## src/rtl/neuron_sample_feeder_if.sv

```systemverilog
// ============================================================================
// Module : neuron_sample_feeder_if
// Brief  : Sample-load / replay bus between the feeder and its neighbours.
// Rev    : 1.0  initial release
// ============================================================================
`default_nettype none

interface neuron_sample_feeder_if;
    logic        clear;
    logic        loadValid;
    logic        loadReady;
    logic [6:0]  loadX1;
    logic [6:0]  loadX2;
    logic [1:0]  loadT;
    logic        loadLast;
    logic        start;
    logic        stop;
    logic        next;
    logic        sampleValid;
    logic [6:0]  x1Out;
    logic [6:0]  x2Out;
    logic [1:0]  tOut;
    logic [31:0] nOut;
    logic        epochDone;
    logic [15:0] epochCount;

    modport slave (
        input  clear, loadValid, loadX1, loadX2, loadT, loadLast, start, stop, next,
        output loadReady, sampleValid, x1Out, x2Out, tOut, nOut, epochDone, epochCount
    );

    modport master (
        output clear, loadValid, loadX1, loadX2, loadT, loadLast, start, stop, next,
        input  loadReady, sampleValid, x1Out, x2Out, tOut, nOut, epochDone, epochCount
    );
endinterface

`default_nettype wire

```

## src/rtl/neuron_sample_feeder.sv

```systemverilog
// ============================================================================
// Module : neuron_sample_feeder
// Brief  : Stores a training set of (x1, x2, t) samples and replays it in epochs.
// Rev    : 1.0  initial release
// ============================================================================
`default_nettype none

module neuron_sample_feeder #(
    parameter int DEPTH = 64
) (
    input  wire logic             clk,
    input  wire logic             rst,
    neuron_sample_feeder_if.slave bus
);
    localparam int AW = $clog2(DEPTH);
    localparam logic [AW:0]   C_LAST_SLOT = (AW+1)'(DEPTH - 1);
    localparam logic [AW:0]   C_ONE_CNT   = (AW+1)'(1);
    localparam logic [AW-1:0] C_ONE_PTR   = AW'(1);

    typedef enum logic [1:0] {
        IDLE   = 2'd0,
        LOAD   = 2'd1,
        LOADED = 2'd2,
        RUN    = 2'd3
    } state_t;

    state_t      state_q;
    logic [AW:0] count_q;
    logic [AW-1:0] rptr_q;
    logic        prime_q;
    logic        fetch_q;
    logic        valid_q;
    logic        epoch_done_q;
    logic [15:0] epoch_cnt_q;
    logic [6:0]  x1_q;
    logic [6:0]  x2_q;
    logic [1:0]  t_q;
    logic [15:0] mem_q [DEPTH];

    logic          load_ready;
    logic          accept;
    logic [AW:0]   count_d;
    logic [AW-1:0] rptr_d;
    logic          rptr_is_last;
    logic [15:0]   rd_word;

    assign load_ready   = (state_q == IDLE) || (state_q == LOAD);
    assign accept       = load_ready && bus.loadValid;
    assign count_d      = count_q + C_ONE_CNT;
    assign rptr_d       = rptr_q + C_ONE_PTR;
    assign rptr_is_last = ({1'b0, rptr_q} == (count_q - C_ONE_CNT));
    assign rd_word      = mem_q[rptr_q];

    // Storage is deliberately left out of reset and clear; count bounds what is valid.
    always_ff @(posedge clk) begin
        if (accept) begin
            mem_q[count_q[AW-1:0]] <= {bus.loadX1, bus.loadX2, bus.loadT};
        end
    end

    always_ff @(posedge clk or negedge rst) begin
        if (!rst) begin
            state_q      <= IDLE;
            count_q      <= '0;
            rptr_q       <= '0;
            prime_q      <= 1'b0;
            fetch_q      <= 1'b0;
            valid_q      <= 1'b0;
            epoch_done_q <= 1'b0;
            epoch_cnt_q  <= '0;
            x1_q         <= '0;
            x2_q         <= '0;
            t_q          <= '0;
        end else begin
            epoch_done_q <= 1'b0;
            if (bus.clear) begin
                state_q     <= IDLE;
                count_q     <= '0;
                rptr_q      <= '0;
                prime_q     <= 1'b0;
                fetch_q     <= 1'b0;
                valid_q     <= 1'b0;
                epoch_cnt_q <= '0;
            end else begin
                case (state_q)
                    IDLE, LOAD: begin
                        if (accept) begin
                            count_q <= count_d;
                            if (bus.loadLast || (count_q == C_LAST_SLOT)) begin
                                state_q <= LOADED;
                            end else begin
                                state_q <= LOAD;
                            end
                        end
                    end
                    LOADED: begin
                        if (bus.start) begin
                            state_q     <= RUN;
                            rptr_q      <= '0;
                            epoch_cnt_q <= '0;
                            prime_q     <= 1'b1;
                        end
                    end
                    RUN: begin
                        if (bus.stop) begin
                            state_q <= LOADED;
                            prime_q <= 1'b0;
                            fetch_q <= 1'b0;
                            valid_q <= 1'b0;
                        end else begin
                            // Start needs one extra settle cycle before the first fetch.
                            prime_q <= 1'b0;
                            fetch_q <= prime_q;
                            if (fetch_q) begin
                                x1_q    <= rd_word[15:9];
                                x2_q    <= rd_word[8:2];
                                t_q     <= rd_word[1:0];
                                valid_q <= 1'b1;
                            end
                            if (valid_q && bus.next) begin
                                valid_q <= 1'b0;
                                fetch_q <= 1'b1;
                                if (rptr_is_last) begin
                                    rptr_q       <= '0;
                                    epoch_done_q <= 1'b1;
                                    if (epoch_cnt_q != 16'hFFFF) begin
                                        epoch_cnt_q <= epoch_cnt_q + 16'd1;
                                    end
                                end else begin
                                    rptr_q <= rptr_d;
                                end
                            end
                        end
                    end
                    default: state_q <= IDLE;
                endcase
            end
        end
    end

    assign bus.loadReady   = load_ready;
    assign bus.sampleValid = valid_q;
    assign bus.x1Out       = x1_q;
    assign bus.x2Out       = x2_q;
    assign bus.tOut        = t_q;
    assign bus.nOut        = 32'(count_q);
    assign bus.epochDone   = epoch_done_q;
    assign bus.epochCount  = epoch_cnt_q;
endmodule

`default_nettype wire

```

## src/flat_wrapper.sv

```systemverilog
// flat-port wrapper written by rule: the top's interface ports become plain ports
module neuron_sample_feeder_flat 
#(
    parameter int DEPTH = 64
)
  (clk, rst, bus_clear, bus_loadValid, bus_loadX1, bus_loadX2, bus_loadT, bus_loadLast, bus_start, bus_stop, bus_next, bus_loadReady, bus_sampleValid, bus_x1Out, bus_x2Out, bus_tOut, bus_nOut, bus_epochDone, bus_epochCount);
  neuron_sample_feeder_if bus_i ();
  input  wire logic clk;
  input  wire logic rst;
  input wire logic [$bits(bus_i.clear)-1:0] bus_clear;
  input wire logic [$bits(bus_i.loadValid)-1:0] bus_loadValid;
  input wire logic [$bits(bus_i.loadX1)-1:0] bus_loadX1;
  input wire logic [$bits(bus_i.loadX2)-1:0] bus_loadX2;
  input wire logic [$bits(bus_i.loadT)-1:0] bus_loadT;
  input wire logic [$bits(bus_i.loadLast)-1:0] bus_loadLast;
  input wire logic [$bits(bus_i.start)-1:0] bus_start;
  input wire logic [$bits(bus_i.stop)-1:0] bus_stop;
  input wire logic [$bits(bus_i.next)-1:0] bus_next;
  output wire logic [$bits(bus_i.loadReady)-1:0] bus_loadReady;
  output wire logic [$bits(bus_i.sampleValid)-1:0] bus_sampleValid;
  output wire logic [$bits(bus_i.x1Out)-1:0] bus_x1Out;
  output wire logic [$bits(bus_i.x2Out)-1:0] bus_x2Out;
  output wire logic [$bits(bus_i.tOut)-1:0] bus_tOut;
  output wire logic [$bits(bus_i.nOut)-1:0] bus_nOut;
  output wire logic [$bits(bus_i.epochDone)-1:0] bus_epochDone;
  output wire logic [$bits(bus_i.epochCount)-1:0] bus_epochCount;
  assign bus_i.clear = bus_clear;
  assign bus_i.loadValid = bus_loadValid;
  assign bus_i.loadX1 = bus_loadX1;
  assign bus_i.loadX2 = bus_loadX2;
  assign bus_i.loadT = bus_loadT;
  assign bus_i.loadLast = bus_loadLast;
  assign bus_i.start = bus_start;
  assign bus_i.stop = bus_stop;
  assign bus_i.next = bus_next;
  assign bus_loadReady = bus_i.loadReady;
  assign bus_sampleValid = bus_i.sampleValid;
  assign bus_x1Out = bus_i.x1Out;
  assign bus_x2Out = bus_i.x2Out;
  assign bus_tOut = bus_i.tOut;
  assign bus_nOut = bus_i.nOut;
  assign bus_epochDone = bus_i.epochDone;
  assign bus_epochCount = bus_i.epochCount;
  neuron_sample_feeder #(.DEPTH(DEPTH)) u_core (.clk(clk), .rst(rst), .bus(bus_i));
endmodule
```

## config.mk

```make
export PLATFORM = sky130hd
export DESIGN_NAME = neuron_sample_feeder_flat
export DESIGN_NICKNAME = d
export VERILOG_FILES = /design/src/rtl/neuron_sample_feeder_if.sv /design/src/rtl/neuron_sample_feeder.sv /design/src/flat_wrapper.sv
export SDC_FILE = /design/constraint.sdc
export NUM_CORES = 1
export LEC_CHECK = 0
export CAP_MARGIN = 0
export CORE_MARGIN = 4
export CORE_UTILIZATION = 30
export CTS_CLUSTER_DIAMETER = 50
export DETAILED_ROUTE_END_ITERATION = 12
export PLACE_DENSITY = 0.52
export SLEW_MARGIN = 30
export SYNTH_ARGS = -nofsm -noshare
export SYNTH_HDL_FRONTEND = slang
export SYNTH_SLANG_ARGS = --single-unit
export TNS_END_PERCENT = 100
```

## constraint.sdc

```tcl
create_clock -name clk -period 6.1 [get_ports clk]
set_input_delay 1.22 -clock clk [delete_from_list [all_inputs] [get_ports clk]]
set_output_delay 1.22 -clock clk [all_outputs]
set_load 0.02 [all_outputs]
```

Yosys cells after proc, flatten, opt, wreduce, memory -nomap -nowiden
Memories as Yosys holds them, arrays and structs flattened. A register that Yosys moved wholly into a read port is not among the register bits.
Index checks and enable logic that the tools add are counted.
{"block": "word_totals", "ramBits": 1024, "output_inout_bits": 67, "register_bits": 35, "input_bits": 24, "mem_count": 1, "word_cells": 88}
{"memory": "u_core.mem_q", "words": 64, "word_bits": 16, "rd": 1, "rd_ports_with_merged_regs": 1, "wr": 1, "line": "neuron_sample_feeder.sv:38", "rtl": "logic [15:0] mem_q [DEPTH];"}
{"block": "classes", "n_reduce_logical": 19, "bitwise_logic": 2, "mux": 41, "addsub": 4, "n_eq_ne": 13}
{"op": "$mux 16", "count": 6}
{"op": "$pmux 16 s2", "count": 1}
{"op": "$mux 6", "count": 5}
{"op": "$mux 7", "count": 3}
{"op": "$mux 1", "count": 18}
{"op": "$add 16x1->16 const B", "count": 1}
{"op": "$ne 16x16->1 const B", "count": 1}
{"op": "$ne 3x2->1 const B", "count": 4}
{"op": "$pmux 6 s2", "count": 1}
{"op": "$mux 2", "count": 5}
{"op": "$ne 3x3->1 const B", "count": 3}
{"op": "$reduce_and 4->1", "count": 2}
{"op": "$add 7x1->7 const B", "count": 1}
{"op": "$eq 6x7->1", "count": 1}
{"op": "$eq 7x6->1 const B", "count": 1}
{"op": "$sub 7x1->7 const B", "count": 1}
{"op": "$add 6x1->6 const B", "count": 1}
{"op": "$pmux 2 s3", "count": 1}
{"op": "$reduce_and 2->1", "count": 3}
{"op": "$reduce_and 6->1", "count": 1}
{"op": "$reduce_bool 2->1", "count": 3}
{"op": "$eq 2x2->1 const B", "count": 2}
{"op": "$reduce_bool 4->1", "count": 1}
{"op": "$reduce_and 3->1", "count": 1}
{"op": "9 further kinds", "count": 12}

Depth between registers and ports, before layout
Gate-level depths: netlist of run 1.
{"block": "logic_depth", "ltp_word": 7, "ltp_mapped": 11}

Worst setup path before layout of run 1
Ideal clock, no wire load.
{"block": "synth_path", "path_kind": "in2reg", "from": "input bus_clear", "to": "register u_core.x2_q[2] (netlist: u_core.bus.x2Out[2])", "required_ns": 6.030, "t_arrival_ns": 3.046, "path_buffers": 4, "setup_time_ns": 0.070, "path_slack_ns": 2.984, "path_stages": 9, "path_cell_list": "clkbuf_1 > or3_1 > clkbuf_1 > or2_2 > clkbuf_1 > nor2_1 > clkbuf_1 > nand2_1 > nand3_1"}
{"block": "synth_between", "elab_chain_len": 2}
{"element": "start, declared", "line": "flat_wrapper.sv:10", "rtl": "input wire logic [$bits(bus_i.clear)-1:0] bus_clear;"}
{"element": "$not 1->1 (no source line)"}
{"element": "$reduce_and 4->1 (no source line)"}
{"element": "end signal, assigned", "line": "neuron_sample_feeder.sv:116", "rtl": "x2_q <= rd_word[8:2];"}
{"element": "end, declared", "line": "neuron_sample_feeder.sv:36", "rtl": "logic [6:0] x2_q;"}
Every way passes these cells.
A chain may end at the register's enable or synchronous reset.

Worst setup path after layout of run 1
{"block": "layout_path", "from": "register u_core.count_q[0]", "to": "register u_core.epoch_cnt_q[4] (netlist: u_core.bus.epochCount[4])"}
{"block": "layout_between", "elab_chain_len": 4}
{"element": "start, declared", "line": "neuron_sample_feeder.sv:28", "rtl": "logic [AW:0] count_q;"}
{"element": "start signal, assigned", "line": "neuron_sample_feeder.sv:88", "rtl": "count_q <= count_d;"}
{"element": "$sub 7x1->7", "line": "neuron_sample_feeder.sv:51", "rtl": "assign rptr_is_last = ({1'b0, rptr_q} == (count_q - C_ONE_CNT));"}
{"element": "$eq 6x7->1", "line": "neuron_sample_feeder.sv:51"}
{"element": "$ne 3x2->1 (no source line)"}
{"element": "$reduce_and 6->1 (no source line)"}
{"element": "end signal, assigned", "line": "neuron_sample_feeder.sv:127", "rtl": "epoch_cnt_q <= epoch_cnt_q + 16'd1;"}
{"element": "end, declared", "line": "neuron_sample_feeder.sv:34", "rtl": "logic [15:0] epoch_cnt_q;"}
Every way passes these cells.

==> impl_summary.txt, run 1 <==
----------------------------------------------------
[Drt]
  Iteration-0 DRC count of the detailed router ... approximately 1900
  Antenna violation net count after detailed routing ... 0
  Average detailed-routed wire length per instance ... roughly 26 um
  Aggregate routed wire length ... approximately 110000 um
  Ratio of routed vias to standard cells ... ~5.0
  Total number of vias ... 20600
  Remaining DRCs ... 0
  Number of iterations in the first detailed-routing pass ... 5

[Yosys]
  Most frequent cells after synthesis ... 1024 x edfxtp_1, 272 x mux4_2, 89 x nor2_1
  Sequential-to-total area share from yosys stat ... roughly three quarters
  Xor-xnor portion of the synthesized cell area ... less than 1%
  Most used flip-flop cell after synthesis ... edfxtp_1
  Most common cell in the netlist ... edfxtp_1
  Mapped Cells ... 2006
  Basic-gate share of the synthesized area counting and, or, nand and nor cells ... roughly 3.3%
  Synth Cell Area ... between 40000 and 50000 sq um
  Dominant cells by area after synthesis ... edfxtp_1 73%, mux4_2 15%, dfrtp_1 3.0%
  Average instance area after synthesis ... between 20 and 25 sq um
  Complex-gate fraction of the synthesized area ... ~2.6%
  Dominant combinational cell family by area after synthesis ... multiplexers
  Fraction of registers with async set or reset after synthesis ... under 10%
  Syn. warnings ... 0
  Post-synthesis adder-cell area fraction ... 0.119%
  Share of the synthesized area in the top cell type ... between 70% and 80%
  Yosys reg bits ... 1075
  Yosys top cell by area ... edfxtp_1
  Multiplexer share of the synthesized area ... between 15 and 20%
  Count of flip-flops with a built-in enable after synthesis ... between 1000 and 1500
  Cell variety after synth ... 50

[Global routing]
  Fraction of met3 tracks used by global routing ... under 10%
  Total gr overflow ... 0
  Met1 demand-to-capacity share in global routing ... between 20% and 30%
  Number of antenna violations at the first check in global routing ... 3
  Global-route usage over all layers ... between 10 and 15%
  Met2 track demand over resource in global routing ... a little under a quarter
  Maximum number of pins on one net before global-route repair ... approximately 110
  Vias in the first global route ... around 21000
  Most heavily used metal layer in global routing ... met2
  Global-route wire length before repair ... roughly 150000 um

[CTS]
  # Post-CTS Setup Buffers ... 0
  Clock network latency to the later pin of the worst-skew pair ... roughly 740 ps
  Buffer cell driving the clock tree root ... clkbuf_16
  Sink count of the clock tree ... roughly 1100
  Post-cts gate resize count ... 0
  CTS tree ... built
  Quantity of hold-fixing buffers added after cts ... 0
  H-Tree Level Count ... 3
  Total clock buffers created by CTS ... approximately 120
  Max Root-Sink Buffers ... 3
  Register clock-pin slew on the reported worst setup and hold paths ... ~60 ps

[Place]
  Place WS ... approximately 1600 ps
  Placed Instances ... 3910
  Cell Area, Placed ... approximately 45000 sq um
  Number of input and output port buffers inserted ... 65
  Routability congestion estimate ... roughly 0.85
  Final HPWL from detailed placement ... about 63000 um

[Floorplan]
  Die boundary width ... between 300 and 400 um
  Total Die Area ... around 150000 sq um
  Initial Utilization ... between 30% and 40%
  Die Y-Extent ... around 380 um
  Row count ... about 140
  Io pins ... 91
  Core ar. ... 139000 sq um

[Pwr]
  Proportion of power drawn by the clock network ... between 40% and 50%
  Design internal power ... between 10 and 15 mW
  Maximum VDD drop ... 0.231 mV
  Switching fraction of total power ... between 20% and 30%
  Pleak ... 14.8 nW
  Register share of total power ... between 50 and 60%
  Combinational power share ... 2.0%
  Switching component of the power ... around 3.3 mW
  Pwr dens ... 321 nW/um^2

[Timing]
  Unrepaired setup endpoints after global routing ... no
  Crit path setup slack, layout ... about 2100 ps
  Max-slew violation count ... 0
  Post-Route Skew ... approximately 27 ps
  Setup TNS ... 0 ps
  Final hold violations ... 0
  F_max ... about 250 MHz
  Worst relative slew slack ... 34.5%
  Crit path time final ... ~4000 ps
  Ratio of final minimum period to clock period ... between 60% and 70%
  Total of endpoints with negative setup slack in the final report ... 0
  Slew at the pin closest to its max-slew limit ... approximately 980 ps

[Layout]
  Signed area change from the synthesized netlist to the final layout ... 17.3%
  Core Util, Final ... 35.4%
  Count of antenna diodes in the layout ... 0
  # fillers ... 12800
  Final cell area excluding filler cells ... about 50000 sq um
  Share of final-layout standard cells stronger than drive strength 1 ... approximately 27%
  Number of nets in the layout ... between 2000 and 2500
  Finished Layout Cells ... approximately 4100

[Min path]
  Endpoint of the worst hold-timing path ... u_core.fetch_q
  Cell depth of the worst min-delay path ... 2
  HP Class ... flop to flop
  Hold wc startpoint ... u_core.fetch_q

[Worst setup path]
  Reg2Reg Launch Point ... u_core.count_q[0]
  Peak fanout along the critical path ... 20
  Critical setup path kind ... flop to flop
  RR Endpoint ... u_core.bus.epochCount[4]
  Slack of the worst reg-to-reg path ... 2110 ps
  Worst Reg2Reg Path Length in Cells ... 8
  Worst path required time ... around 6700 ps
  Data arrival at the endpoint of the critical path ... about 4600 ps
  Critical Path Start Type ... flop
  Crit path capture type ... flop

[Job]
  Number of maximum-capacitance constraint violations ... 0

[Outcome]
  Result of the run ... completed

----------------------------------------------------
## cells in the final DEF (no fill, tap or decap), types with 6 or more instances in the layout
master              n
edfxtp_1         1024
mux4_2            272
clkbuf_16         119
buf_4              77
nor2_1             71
nand2_1            55
a21oi_1            48
clkdlybuf4s50_1    48
dfrtp_1            47
nand3_1            37
mux2i_1            33
a22oi_1            32
conb_1             25
nor2b_1            20
mux2_2             20
clkinv_1           20
nand4_1            19
clkinv_2           19
or3_1              17
a211oi_1           17
o211ai_1           17
bufinv_16          17
buf_2              17
a221oi_1           16
clkbuf_1           13
nor2_4             11
clkinv_4           11
xnor2_1            10
o21ai_0             9
inv_6               9
inv_1               7
nor2_2              7
and3_1              6
## layout make-up
class | instances | area (sq um) | share of cell area [%]
clock buffer | 132 | 3030 | 6.14
clock inverter | 90 | 1070 | 2.18
inverter | 7 | 26.3 | 0.0533
multi-input combinational | 806 | 9550 | 19.4
sequential | 1075 | 32000 | 65.0
tap | 1876 | 2350 | 4.76
timing repair buffer | 147 | 1240 | 2.52
## cells by family (layout without fill, tap and decap cells)
| group | count (synthesis) | after routing |
|---|---|---|
| simple gates | 280 | 280 |
| other cells | 1 | 25 |
| flops | 1075 | 1075 |
| buf+inv | 149 | 376 |
| fa+ha+maj | 4 | 4 |
| xor+xnor | 13 | 13 |
| compound gates | 159 | 159 |
| mux | 325 | 325 |
## worst max path at each step
stage / start / to / slack [ps] / cells after the start
final: u_core.count_q[0] / u_core.bus.epochCount[4] / 2110 / 8
after global routing: u_core.count_q[0] / u_core.bus.epochCount[4] / 1910 / 8
after CTS: u_core.count_q[0] / u_core.bus.epochCount[4] / 2270 / 8
after detailed placement: bus_loadValid / u_core.mem_q[24][0] / 1560 / 5
after global placement: bus_clear / u_core.bus.x2Out[3] / 1560 / 6
after floorplan: bus_clear / u_core.bus.x2Out[2] / 2980 / 9
## critical path, cell delays in order, from the launching register on
cell and delay (ps):
dfrtp_1 570, inv_1 170, ha_1 260, nor2b_1 150, or3_1 370, a31oi_1 720, nand4_1 790, or4_1 710
a21oi_1 170
## stage by stage
step,power [mW],hold slack (ps)
2_1_floorplan,8.39,484
3_3_place_gp,8.61,512
3_5_place_dp,8.62,530
4_1_cts,16.0,543
5_1_grt,16.3,575
6_report,15.8,536
## state kept, by name (all words and copies together) (netlist names), 2 cells and up
signal,flops
u_core.mem_q,1024
u_core.bus.epochCount,16
u_core.bus.x1Out,7
u_core.bus.x2Out,7
u_core.count_q,7
u_core.rptr_q,6
u_core.bus.tOut,2
u_core.state_q,2
## routing by layer
metal	part of all wire, %	vias to the layer above
met5	0	-
met4	2.0	0
met3	5.7	140
met2	48	644
met1	45	11100
li1	-	8657
## power groups by stage
| stage | registers, mW | logic, mW | clock network [mW] |
|---|---|---|---|
| final | 8.14 | 0.320 | 7.37 |
| after global routing | 8.13 | 0.345 | 7.85 |
| after CTS | 8.13 | 0.330 | 7.54 |
| after detailed placement | 8.29 | 0.329 | 0 |
| after global placement | 8.29 | 0.317 | 0 |
| after floorplan | 8.28 | 0.113 | 0 |
No activity file was read; power rests on OpenSTA's default activity.
==> run 2: changes to the inputs <==
clock period = 4.1 ns   (was 6.1 ns; I/O delays follow)
==> impl_summary.txt, run 2 (synthesis gave the netlist of run 1 again) <==
----------------------------------------------------
[Layout]
  Share of final-layout standard cells stronger than drive strength 1 ... between 20 and 30%
  Number of flip-flops in the largest register ... a little over 1000
  Number of nets in the layout ... approximately 2200
  Commonest non-fill, non-tap cells in the layout ... 1024 x edfxtp_1, 272 x mux4_2, 119 x clkbuf_16, 110 x buf_4, 73 x nor2_1
  Finished Layout Cells ... 4171
  Signed area change from the synthesized netlist to the final layout ... 17.1%
  Commonest non-fill, non-tap cell in the layout ... edfxtp_1
  Final cell area excluding filler cells ... slightly below 50000 sq um

[Pwr]
  Combinational power share ... 2.1%
  Register share of total power ... between 50% and 60%
  Maximum VDD drop ... around 0.36 mV
  Switching component of the power ... 4.66 mW
  Pleak ... 14.9 nW
  Pwr dens ... ~460 nW/um^2
  Design internal power ... between 15 and 20 mW
  Switching fraction of total power ... 20.6%
  Proportion of power drawn by the clock network ... between 40 and 50%

[Timing]
  Unrepaired setup endpoints after global routing ... no
  Crit path time final ... approximately 3600 ps
  Worst relative slew slack ... between 30% and 40%
  F_max ... about 280 MHz
  Max-slew violation count ... 0
  Post-Route Skew ... about 29 ps
  Slew at the pin closest to its max-slew limit ... ~1000 ps
  Total of endpoints with negative setup slack in the final report ... 0
  Setup TNS ... 0 ps
  Final hold violations ... 0
  Ratio of final minimum period to clock period ... 87.0%

[Floorplan]
  Die boundary width ... around 380 um
  Core ar. ... about 140000 sq um
  Io pins ... between 90 and 100
  Die Y-Extent ... 382 um
  Row count ... about 140
  Total Die Area ... ~150000 sq um
  Initial Utilization ... between 30% and 40%

[Worst setup path]
  Critical setup path kind ... flop to flop
  Library cell appearing most often on the critical path ... or3_4
  Worst path required time ... about 4700 ps
  List of cells traversed by the critical path ... or3_4, or3_4, a2111oi_4, nand4_1, or4_1, a21oi_1
  Critical Path Start Type ... flop
  Worst Reg2Reg Path Length in Cells ... 6
  Critical Path Slowest Stage Cell ... or4_1
  Worst Setup SP ... u_core.count_q[2]
  Crit path capture type ... flop
  Peak fanout along the critical path ... 20
  Reg2Reg Launch Point ... u_core.count_q[2]
  Data arrival at the endpoint of the critical path ... 4160 ps
  Largest stage delay, worst path ... 680 ps

[CTS]
  Register clock-pin slew on the reported worst setup and hold paths ... ~50 ps
  CTS tree ... built
  # Post-CTS Setup Buffers ... 0
  Buffer cell driving the clock tree root ... clkbuf_16
  Max Root-Sink Buffers ... 3
  Total clock buffers created by CTS ... 118
  H-Tree Level Count ... 3
  Quantity of hold-fixing buffers added after cts ... 0
  Clock network latency to the later pin of the worst-skew pair ... 700 ps
  Post-cts gate resize count ... 0
  Sink count of the clock tree ... between 1000 and 1500

[Min path]
  HP Class ... primary input to async pin

[Place]
  Final HPWL from detailed placement ... 67400 um
  Number of input and output port buffers inserted ... 65
  Placed Instances ... about 3900
  Cell Area, Placed ... approximately 46000 sq um
  Routability congestion estimate ... 0.880

[Drt]
  Iteration-0 DRC count of the detailed router ... just over 2000
  Ratio of routed vias to standard cells ... ~5
  Total number of vias ... roughly 21000
  Aggregate routed wire length ... ~110000 um
  Remaining DRCs ... 0
  Average detailed-routed wire length per instance ... ~26 um
  Number of iterations in the first detailed-routing pass ... 5
  Antenna violation net count after detailed routing ... 0

[Job]
  Number of maximum-capacitance constraint violations ... 0

[Global routing]
  Number of antenna violations at the first check in global routing ... 4
  Maximum number of pins on one net before global-route repair ... 57
  Vias in the first global route ... 21400
  Global-route wire length before repair ... about 160000 um
  Total gr overflow ... 0
  Global-route usage over all layers ... between 10% and 20%

[Outcome]
  Result of the run ... completed

----------------------------------------------------
-- run 2: final timing paths --
| kind | to | slack, ps |
|---|---|---|
| setup / recovery | u_core.bus.epochCount[8] | 530 |
| hold / removal | u_core.bus.epochCount[14] | 160 |
| setup reg to reg | u_core.bus.epochCount[8] | 530 |
| hold reg to reg | u_core.fetch_q | 540 |
| max in group asynchronous | u_core.rptr_q[0] | 3090 |
| min in group clk | u_core.fetch_q | 540 |
-- run 2: critical path: cells and delay by family (launching register included) --
kind	cells	cell delay, ps
AO/OA/AOI/OAI	2	760
flip-flops	1	530
AND/OR/NAND/NOR	4	2190
-- run 2: power by group through the flow --
stage	sequential (mW)	combinational, mW	clock (mW)
4_1_cts	12.1	0.477	10.3
5_1_grt	12.1	0.506	10.7
6_report	12.1	0.469	10.0
2_1_floorplan	12.3	0.168	0
3_5_place_dp	12.3	0.477	0
3_3_place_gp	12.3	0.459	0
-- run 2: final cells by class --
cell class / count / area [sq um]
fill: 12800 / 90200
timing repair buffer: 185 / 1610
clock buffer: 156 / 3190
antenna: 3 / 7.51
sequential: 1075 / 32000
multi-input combinational: 806 / 9480
tap: 1876 / 2350
clock inverter: 63 / 512
inverter: 7 / 26.3
-- run 2: through the flow --
step | total power, mW | utilization, % | hold slack, ps | worst slack, ps
finish | 22.6 | 35.3 | 158 | 535
global route | 23.4 | 35.3 | 177 | 278
CTS | 22.9 | 35.3 | 137 | 584
detailed placement | 12.8 | 32.7 | 535 | 626
global placement | 12.8 | 32.6 | 516 | 755
floorplan | 12.5 | - | 484 | 1220
-- run 2: routing by layer --
layer | routed length [um] | track usage [%] | part of all wire, %
met1 | 47300 | 20.6 | 43
met2 | 52200 | 23.7 | 47
met3 | 7880 | 3.38 | 7.2
met4 | 2580 | 4.00 | 2.3
met5 | 13 | 0 | 0.012
==> run 3: changes to the inputs <==
PLACE_DENSITY = 0.5   (was 0.52)
==> impl_summary.txt, run 3 (synthesis gave the netlist of run 1 again) <==
----------------------------------------------------
[Timing]
  Setup TNS ... 0 ps
  Slew at the pin closest to its max-slew limit ... roughly 1000 ps
  Unrepaired setup endpoints after global routing ... no
  Tightest hold margin ... 267 ps
  Max-slew violation count ... 0
  Post-Route Skew ... between 40 and 50 ps
  Final hold violations ... 0
  Crit path time final ... ~3300 ps
  Total of endpoints with negative setup slack in the final report ... 0
  Crit path setup slack, layout ... between 800 and 900 ps
  Worst relative slew slack ... 30.6%
  F_max ... 307 MHz
  Ratio of final minimum period to clock period ... roughly four fifths

[CTS]
  Quantity of hold-fixing buffers added after cts ... 0
  Post-cts gate resize count ... 0
  Register clock-pin slew on the reported worst setup and hold paths ... about 60 ps
  Clock network latency to the later pin of the worst-skew pair ... 730 ps
  Total clock buffers created by CTS ... between 100 and 150
  Max Root-Sink Buffers ... 3
  H-Tree Level Count ... 3
  Sink count of the clock tree ... around 1100
  CTS tree ... built
  # Post-CTS Setup Buffers ... 0
  Buffer cell driving the clock tree root ... clkbuf_16

[Worst setup path]
  Peak fanout along the critical path ... 9
  Data arrival at the endpoint of the critical path ... approximately 3800 ps
  Critical setup path kind ... flop to flop
  Crit path capture type ... flop
  Critical Path Start Type ... flop
  Worst path required time ... approximately 4700 ps

[Min path]
  HP Class ... primary input to async pin

[Place]
  Number of input and output port buffers inserted ... 65
  Cell Area, Placed ... between 40000 and 50000 sq um
  Routability congestion estimate ... roughly 0.85
  Final HPWL from detailed placement ... roughly 67000 um
  Place WS ... 611 ps

[Global routing]
  Global-route wire length before repair ... 156000 um
  Total gr overflow ... 0
  Number of antenna violations at the first check in global routing ... 9
  Global-route usage over all layers ... between 10% and 20%
  Vias in the first global route ... roughly 21000
  Maximum number of pins on one net before global-route repair ... 65

[Floorplan]
  Io pins ... about 90
  Die boundary width ... between 300 and 400 um
  Row count ... between 100 and 150
  Core ar. ... between 100000 and 150000 sq um
  Die Y-Extent ... 382 um
  Total Die Area ... 146000 sq um
  Initial Utilization ... 30.2%

[Layout]
  Signed area change from the synthesized netlist to the final layout ... 17.1%
  Number of flip-flops in the largest register ... roughly 1000
  Commonest non-fill, non-tap cell in the layout ... edfxtp_1
  Share of final-layout standard cells stronger than drive strength 1 ... 28.0%
  Count of antenna diodes in the layout ... 0
  Number of nets in the layout ... 2221
  Commonest non-fill, non-tap cells in the layout ... 1024 x edfxtp_1, 272 x mux4_2, 120 x buf_4, 119 x clkbuf_16, 65 x nor2_1
  Final cell area excluding filler cells ... just under 50000 sq um

[Drt]
  Iteration-0 DRC count of the detailed router ... between 2000 and 2500
  Antenna violation net count after detailed routing ... 0
  Total number of vias ... approximately 21000
  Number of iterations in the first detailed-routing pass ... 5
  Remaining DRCs ... 0
  Ratio of routed vias to standard cells ... 4.98
  Aggregate routed wire length ... roughly 110000 um
  Average detailed-routed wire length per instance ... ~26 um

[Pwr]
  Pleak ... 14.8 nW
  Pwr dens ... between 400 and 500 nW/um^2
  Power Total ... 22.6 mW
  Maximum VDD drop ... about 0.34 mV

[Outcome]
  Result of the run ... completed

[Job]
  Number of maximum-capacitance constraint violations ... 0

----------------------------------------------------
run 3: layer usage:
layer	GRT usage, %	up-vias	part of all wire (%)
li1	-	8704	-
met1	21.2	11200	45
met2	22.9	688	47
met3	2.78	140	6.2
met4	3.97	0	2.3
met5	0	-	0
run 3: worst paths after layout:
path,start,endpoint,slack (ps),cells after the start
worst max-delay path,u_core.count_q[0],u_core.rptr_q[5],840,8
worst min-delay path,rst,u_core.bus.epochCount[14],270,2
worst max register to register,u_core.count_q[0],u_core.rptr_q[5],840,8
worst min register to register,u_core.fetch_q,u_core.fetch_q,530,2
max in group asynchronous,rst,u_core.rptr_q[4],3300,2
min in group clk,u_core.fetch_q,u_core.fetch_q,530,2
run 3: critical path, cell delays in order (launching register included):
cell and delay, ps:
dfrtp_1 570, inv_1 180, ha_1 250, nor2b_1 150, or3_1 370, a31oi_1 620, a31oi_1 440, and3_1 300
a221o_1 250
run 3: where the power goes:
| part | switching (mW) | internal (mW) | leakage (nW) |
|---|---|---|---|
| combinational | 0.351 | 0.109 | 3.17 |
| clock | 4.28 | 5.80 | 1.79 |
| sequential | 0.0422 | 12.1 | 9.89 |
| total | 4.67 | 18.0 | 14.8 |
run 3: per-stage QoR:
step | cells | utilization (%)
finish | 4162 | 35.3
global route | 4162 | 35.3
CTS | 4162 | 35.3
detailed placement | 3950 | 32.7
global placement | 3950 | 32.6
floorplan | 2030 | -
run 3: cell type report:
| class | instances | area [sq um] |
|---|---|---|
| fill | 12900 | 90100 |
| sequential | 1075 | 32000 |
| multi-input combinational | 806 | 9510 |
| clock buffer | 144 | 3090 |
| tap | 1876 | 2350 |
| timing repair buffer | 186 | 1590 |
| clock inverter | 68 | 626 |
| inverter | 7 | 26.3 |
==> edit 1 (config.mk and constraints of run 1) <==
One comparison of `count_q` changes from == to >=.
--- a/src/rtl/neuron_sample_feeder.sv
+++ b/src/rtl/neuron_sample_feeder.sv
@@ -87,5 +87,5 @@
                         if (accept) begin
                             count_q <= count_d;
-                            if (bus.loadLast || (count_q == C_LAST_SLOT)) begin
+                            if (bus.loadLast || (count_q >= C_LAST_SLOT)) begin
                                 state_q <= LOADED;
                             end else begin
Check against the original RTL: no difference found for any inputs over 4 cycles, from zero or initial values and one cycle with rst low; that may be too few to reach the edited logic, so the function may still have changed.
==> edit 1 against run 1 <==
Setup slack gained 150 ps; clock power shrank 3%; sequential cell count stayed put; critical path type is now in2reg; critical endpoint is now u_core.bus.x1Out[3]; global-route usage up 1.1 points; cell area grew 0.20%; final cell count is 5.9% higher; routed wire length grew 8.8%; synthesized area grew 0.44%; power down 0.50%; synthesized cell count is 11% higher; highest routed layer unchanged.
==> edit 1: results (changes against run 1) <==
hold_end: "u_core.bus.x2Out[4]"
critPathMaxFanout: 18  # -10%
synthArstFlopShare_pct: 4.74  # unchanged
worst_pin_slew_ps: 962  # -19.3 ps
syn_avg_cell_area_um2: 18.9  # -9.7%
vias_per_cell: 5.03  # +1.2%
ys_types: 55  # +10%
yosysSeqAreaShare_pct: 75.8  # -0.34 points
cts_resized: 0  # unchanged
wl_per_cell_um: 26.2  # +2.8%
grt_usage_pct: 15.4  # +1.1 points
wl_met2_um: 53600  # +6.8%
status: "completed"
synthAdderAreaFrac_pct: 0.119  # -0.00053 points
critPathMaxStageDelay_ps: 840  # +50 ps
p_comb_mw: 0.444  # +39%
reg2reg_depth: 6  # -2
clockBufferDepth: 3  # unchanged
stdcell_count: 4377  # +5.9%
yosys-top-cells-count: "1024 x edfxtp_1, 222 x mux2i_1, 160 x mux4_2"
routed-wl-met3_um: 8620  # +44%
cpMaxStageDelayCell: "nor2_1"
antenna_found_initial: 7  # +4
synth_area_leaders: "edfxtp_1 73%, mux4_2 8.5%, mux2i_1 5.3%"
holdPathStages: 1  # -1
rrSetupSlack_ps: 2290  # +180 ps
holdCritStartpoint: "u_core.bus.x2Out[4]"
hpwl_um: 69400  # +9.7%
grt_pass1_wl_um: 164000  # +8.1%
grt_start_max_net_pins: 82  # -22%
nets: 2424  # +11%
dp.cells: 4148  # +6.1%
first_iter_violations: 2367  # +23%
synth.area.mux_share_pct: 13.9  # -2.0 points
worstSkewPairLatency_ps: 710  # -30 ps
largest_register_ffs: 1024  # unchanged
swShare_pct: 21.0  # +0.14 points
grt_pass1_vias: 21986  # +4.7%
drive_gt1_share_pct: 19.9  # -7.2 points
wl_met1_um: 50200  # +6.3%
r2r-end: "u_core.bus.x2Out[0]"
cp.arrival_ps: 4460  # -160 ps
finClkSkew_ps: 34.6  # +7.55 ps
ir_worst_vdd_mv: 0.251  # +8.5%
synth-compound-area-share_pct: 4.21  # +1.6 points
cts_buffers: 120  # +0.84%
pg_clk_mw: 7.17  # -3%
power.leakage_nw: 15.1  # +1.8%
r2r_start: "u_core.rptr_q[0]"
yosys.area_share.xor_xnor_pct: 0.498  # +0.23 points
gp_congestion: 0.837  # -2.1%
## edit 1: cell count changes after synthesis, moves of 15 or more
cell      delta
buf_4       +16
buf_1       -16
a22oi_1     +66
nor2_1      +31
mux4_2     -112
buf_2       +28
clkbuf_1    -20
a21oi_1     -15
mux2_2      -18
mux2i_1    +189
o21ai_0     +23
nand2_1     +39
a211oi_1    -15
## edit 1: cell type report
type	instances	area (µm²)
Fill cell	12901	90300
Inverter	11	41.3
Clock buffer	143	3160
Tap cell	1876	2350
Clock inverter	83	822
Multi-Input combinational cell	1018	9580
Antenna cell	1	2.50
Timing Repair Buffer	170	1410
Sequential cell	1075	32000
## edit 1: stage by stage
stage | cell area (µm²) | util [%] | hold slack [ps] | power [mW] | setup slack, ps
6_report | 49400 | 35.4 | 537 | 15.8 | 2260
5_1_grt | 49400 | 35.4 | 556 | 16.3 | 1910
4_1_cts | 49300 | 35.3 | 528 | 15.9 | 2000
3_5_place_dp | 45400 | 32.5 | 515 | 8.74 | 1540
3_3_place_gp | 45300 | 32.4 | 522 | 8.73 | 1680
2_1_floorplan | 42300 | - | 520 | 8.47 | 2420
## edit 1: layer usage
metal	GRT usage, %	vias to the layer above
met5	0	-
met4	3.91	0
met2	24.3	813
met3	2.99	138
met1	21.8	11740
li1	-	9344
## edit 1: worst max-delay path by stage
stage	startpoint	depth (start not counted)	to
3_5_place_dp	bus_clear	7	u_core.bus.epochCount[11]
3_3_place_gp	bus_clear	7	u_core.bus.x1Out[3]
4_1_cts	u_core.rptr_q[1]	8	u_core.bus.epochCount[13]
6_report	bus_clear	7	u_core.bus.x1Out[3]
5_1_grt	bus_clear	7	u_core.bus.x1Out[3]
2_1_floorplan	bus_loadValid	5	u_core.mem_q[35][0]
==> edit 2 (flow settings as in run 1) <==
Made on the original files. `DEPTH` is set to 64 in 2 places; all go to 32.
--- a/src/rtl/neuron_sample_feeder.sv
+++ b/src/rtl/neuron_sample_feeder.sv
@@ -7,5 +7,5 @@
 
 module neuron_sample_feeder #(
-    parameter int DEPTH = 64
+    parameter int DEPTH = 32
 ) (
     input  wire logic             clk,
--- a/src/flat_wrapper.sv
+++ b/src/flat_wrapper.sv
@@ -2,5 +2,5 @@
 module neuron_sample_feeder_flat 
 #(
-    parameter int DEPTH = 64
+    parameter int DEPTH = 32
 )
   (clk, rst, bus_clear, bus_loadValid, bus_loadX1, bus_loadX2, bus_loadT, bus_loadLast, bus_start, bus_stop, bus_next, bus_loadReady, bus_sampleValid, bus_x1Out, bus_x2Out, bus_tOut, bus_nOut, bus_epochDone, bus_epochCount);
Behaviour: no difference found for any inputs over 4 cycles, from zero or initial values and one cycle with rst low; that may be too few to reach the edited logic, so the function may still have changed.
==> edit 2 against run 1 <==
First-iteration DRC count is 54% lower; setup slack gained 730 ps; power shrank 48%; global-route usage fell by 0.61 points; synthesized area is 47% lower; sequential cell count decreased by 514; cell area decreased by 47%; routed wire length decreased by 49%; critical path type is now in2reg; critical endpoint is now u_core.bus.epochCount[15].
==> edit 2: results (changes against run 1) <==
antenna_found_initial: 1  # -2
num-fill-cells: 6723  # -48%
rrSetupSlack_ps: 3010  # +900 ps
hold_end: "u_core.bus.tOut[1]"
critPathMaxFanout: 30  # +50%
critPathMaxStageDelay_ps: 810  # +20 ps
grt_pass1_wl_um: 78200  # -48%
first_iter_violations: 879  # -54%
hold_class: "reg2reg"
yosys_warnings: 0  # unchanged
nets: 1280  # -41%
status: "completed"
largest_register_ffs: 512  # -50%
cts_resized: 0  # unchanged
dpl-instance-area_um2: 24100  # -47%
synth_edf_count: 512  # -50%
grt_usage_pct: 13.6  # -0.61 points
holdCritStartpoint: "u_core.bus.tOut[1]"
cts_buffers: 67  # -44%
cp.arrival_ps: 3760  # -860 ps
htree_levels: 3  # unchanged
drtPass1Iterations: 5  # unchanged
ir_worst_vdd_mv: 0.205  # -11%
wl_per_cell_um: 23.6  # -7.3%
holdPathStages: 2  # unchanged
cpMaxStageDelayCell: "clkdlybuf4s50_1"
slew_headroom_pct: 36.5  # +1.9 points
cts_setup_buffers: 0  # unchanged
worstSkewPairLatency_ps: 600  # -140 ps
yosys-top-cells-count: "512 x edfxtp_1, 136 x mux4_2, 59 x nor2_1"
reg2reg_depth: 6  # -2
vias: 11099  # -46%
grt_start_max_net_pins: 74  # -30%
synth_area_leaders: "edfxtp_1 70%, mux4_2 14%, dfrtp_1 5.6%"
power.leakage_nw: 8.24  # -44%
ys_types: 47  # -6.0%
clockBufferDepth: 3  # unchanged
drive_gt1_share_pct: 23.9  # -3.3 points
root_buffer: "clkbuf_16"
yosysSeqAreaShare_pct: 75.2  # -0.96 points
gp_congestion: 0.780  # -8.8%
finClkSkew_ps: 30.1  # +3.08 ps
synthArstFlopShare_pct: 8.73  # +4.0 points
clk_pin_slew_worst_paths_ps: 60  # about the same
r2r_start: "u_core.count_q[2]"
port_buffers: 64  # -1.5%
antenna_cells: 0  # unchanged
hpwl_um: 32500  # -49%
r2r-end: "u_core.bus.epochCount[15]"
-- edit 2: cell types whose count changed after synthesis, sizes merged, moves of 19 or more --
| cell | before | now |
|---|---|---|
| edfxtp | 1024 | 512 |
| mux4 | 272 | 136 |
| clkbuf | 80 | 37 |
| o22ai | 0 | 33 |
| a22oi | 32 | 0 |
| nor2 | 89 | 59 |
| nand2 | 55 | 30 |
| o21ai | 9 | 31 |
| mux2 | 20 | 1 |
-- edit 2: kinds of logic (layout without fill, tap and decap cells) --
kind of cell | after synthesis | in the layout | share of synthesized area (%)
buffers and inverters | 95 | 243 | 2.19
AOI/OAI and AO/OA | 116 | 116 | 3.00
and+or+nand+nor | 179 | 179 | 4.18
other | 1 | 26 | 0.0170
adders and majority gates | 6 | 6 | 0.340
xor gates and xnor gates | 10 | 10 | 0.397
DFF | 561 | 561 | 75.2
muxes | 153 | 153 | 14.7
-- edit 2: layout make-up --
class                           instances  area (µm²)  share of cell area [%]
Clock buffer                           77        1740                    6.63
Clock inverter                         36         324                    1.24
Inverter                                7        26.3                   0.100
Multi-Input combinational cell        490        5120                    19.6
Sequential cell                       561       16600                    63.5
Tap cell                              959        1200                    4.59
Timing Repair Buffer                  123        1160                    4.42
-- edit 2: power breakdown --
part / internal (mW) / switching, mW
combinational: 0.0730 / 0.155
clock: 2.22 / 1.52
sequential: 4.22 / 0.0111
-- edit 2: worst max-delay path by stage --
stage	startpoint	end	depth (start not counted)
detailed placement	bus_clear	u_core.bus.epochCount[15]	6
global route	bus_clear	u_core.bus.epochCount[15]	6
floorplan	bus_loadValid	u_core.mem_q[15][0]	4
finish	bus_clear	u_core.bus.epochCount[15]	6
global placement	bus_clear	u_core.bus.epochCount[13]	6
CTS	u_core.rptr_q[0]	u_core.bus.x1Out[5]	5
-- edit 2: metal layers --
layer / GRT usage (%) / up-vias / routed length, µm
met5: 0 / - / 0
met3: 3.73 / 72 / 4000
met1: 19.7 / 5846 / 24200
met4: 3.51 / 0 / 1080
li1: - / 4810 / -
met2: 20.5 / 371 / 24000
-- edit 2: metrics by stage --
step           setup slack [ps]  util [%]  std cells  hold slack [ps]
3_3_place_gp               2310      32.9       2138              479
6_report                   2840      35.9       2253              512
5_1_grt                    2570      35.9       2253              540
4_1_cts                    2800      35.8       2252              522
3_5_place_dp               2270      33.0       2139              509
2_1_floorplan              3060         -       1146              506
-- edit 2: worst max-delay path, delay by kind of cell --
kind | cells | cell delay, ps
compound gates | 3 | 690
simple gates | 2 | 1030
buf+inv | 1 | 810
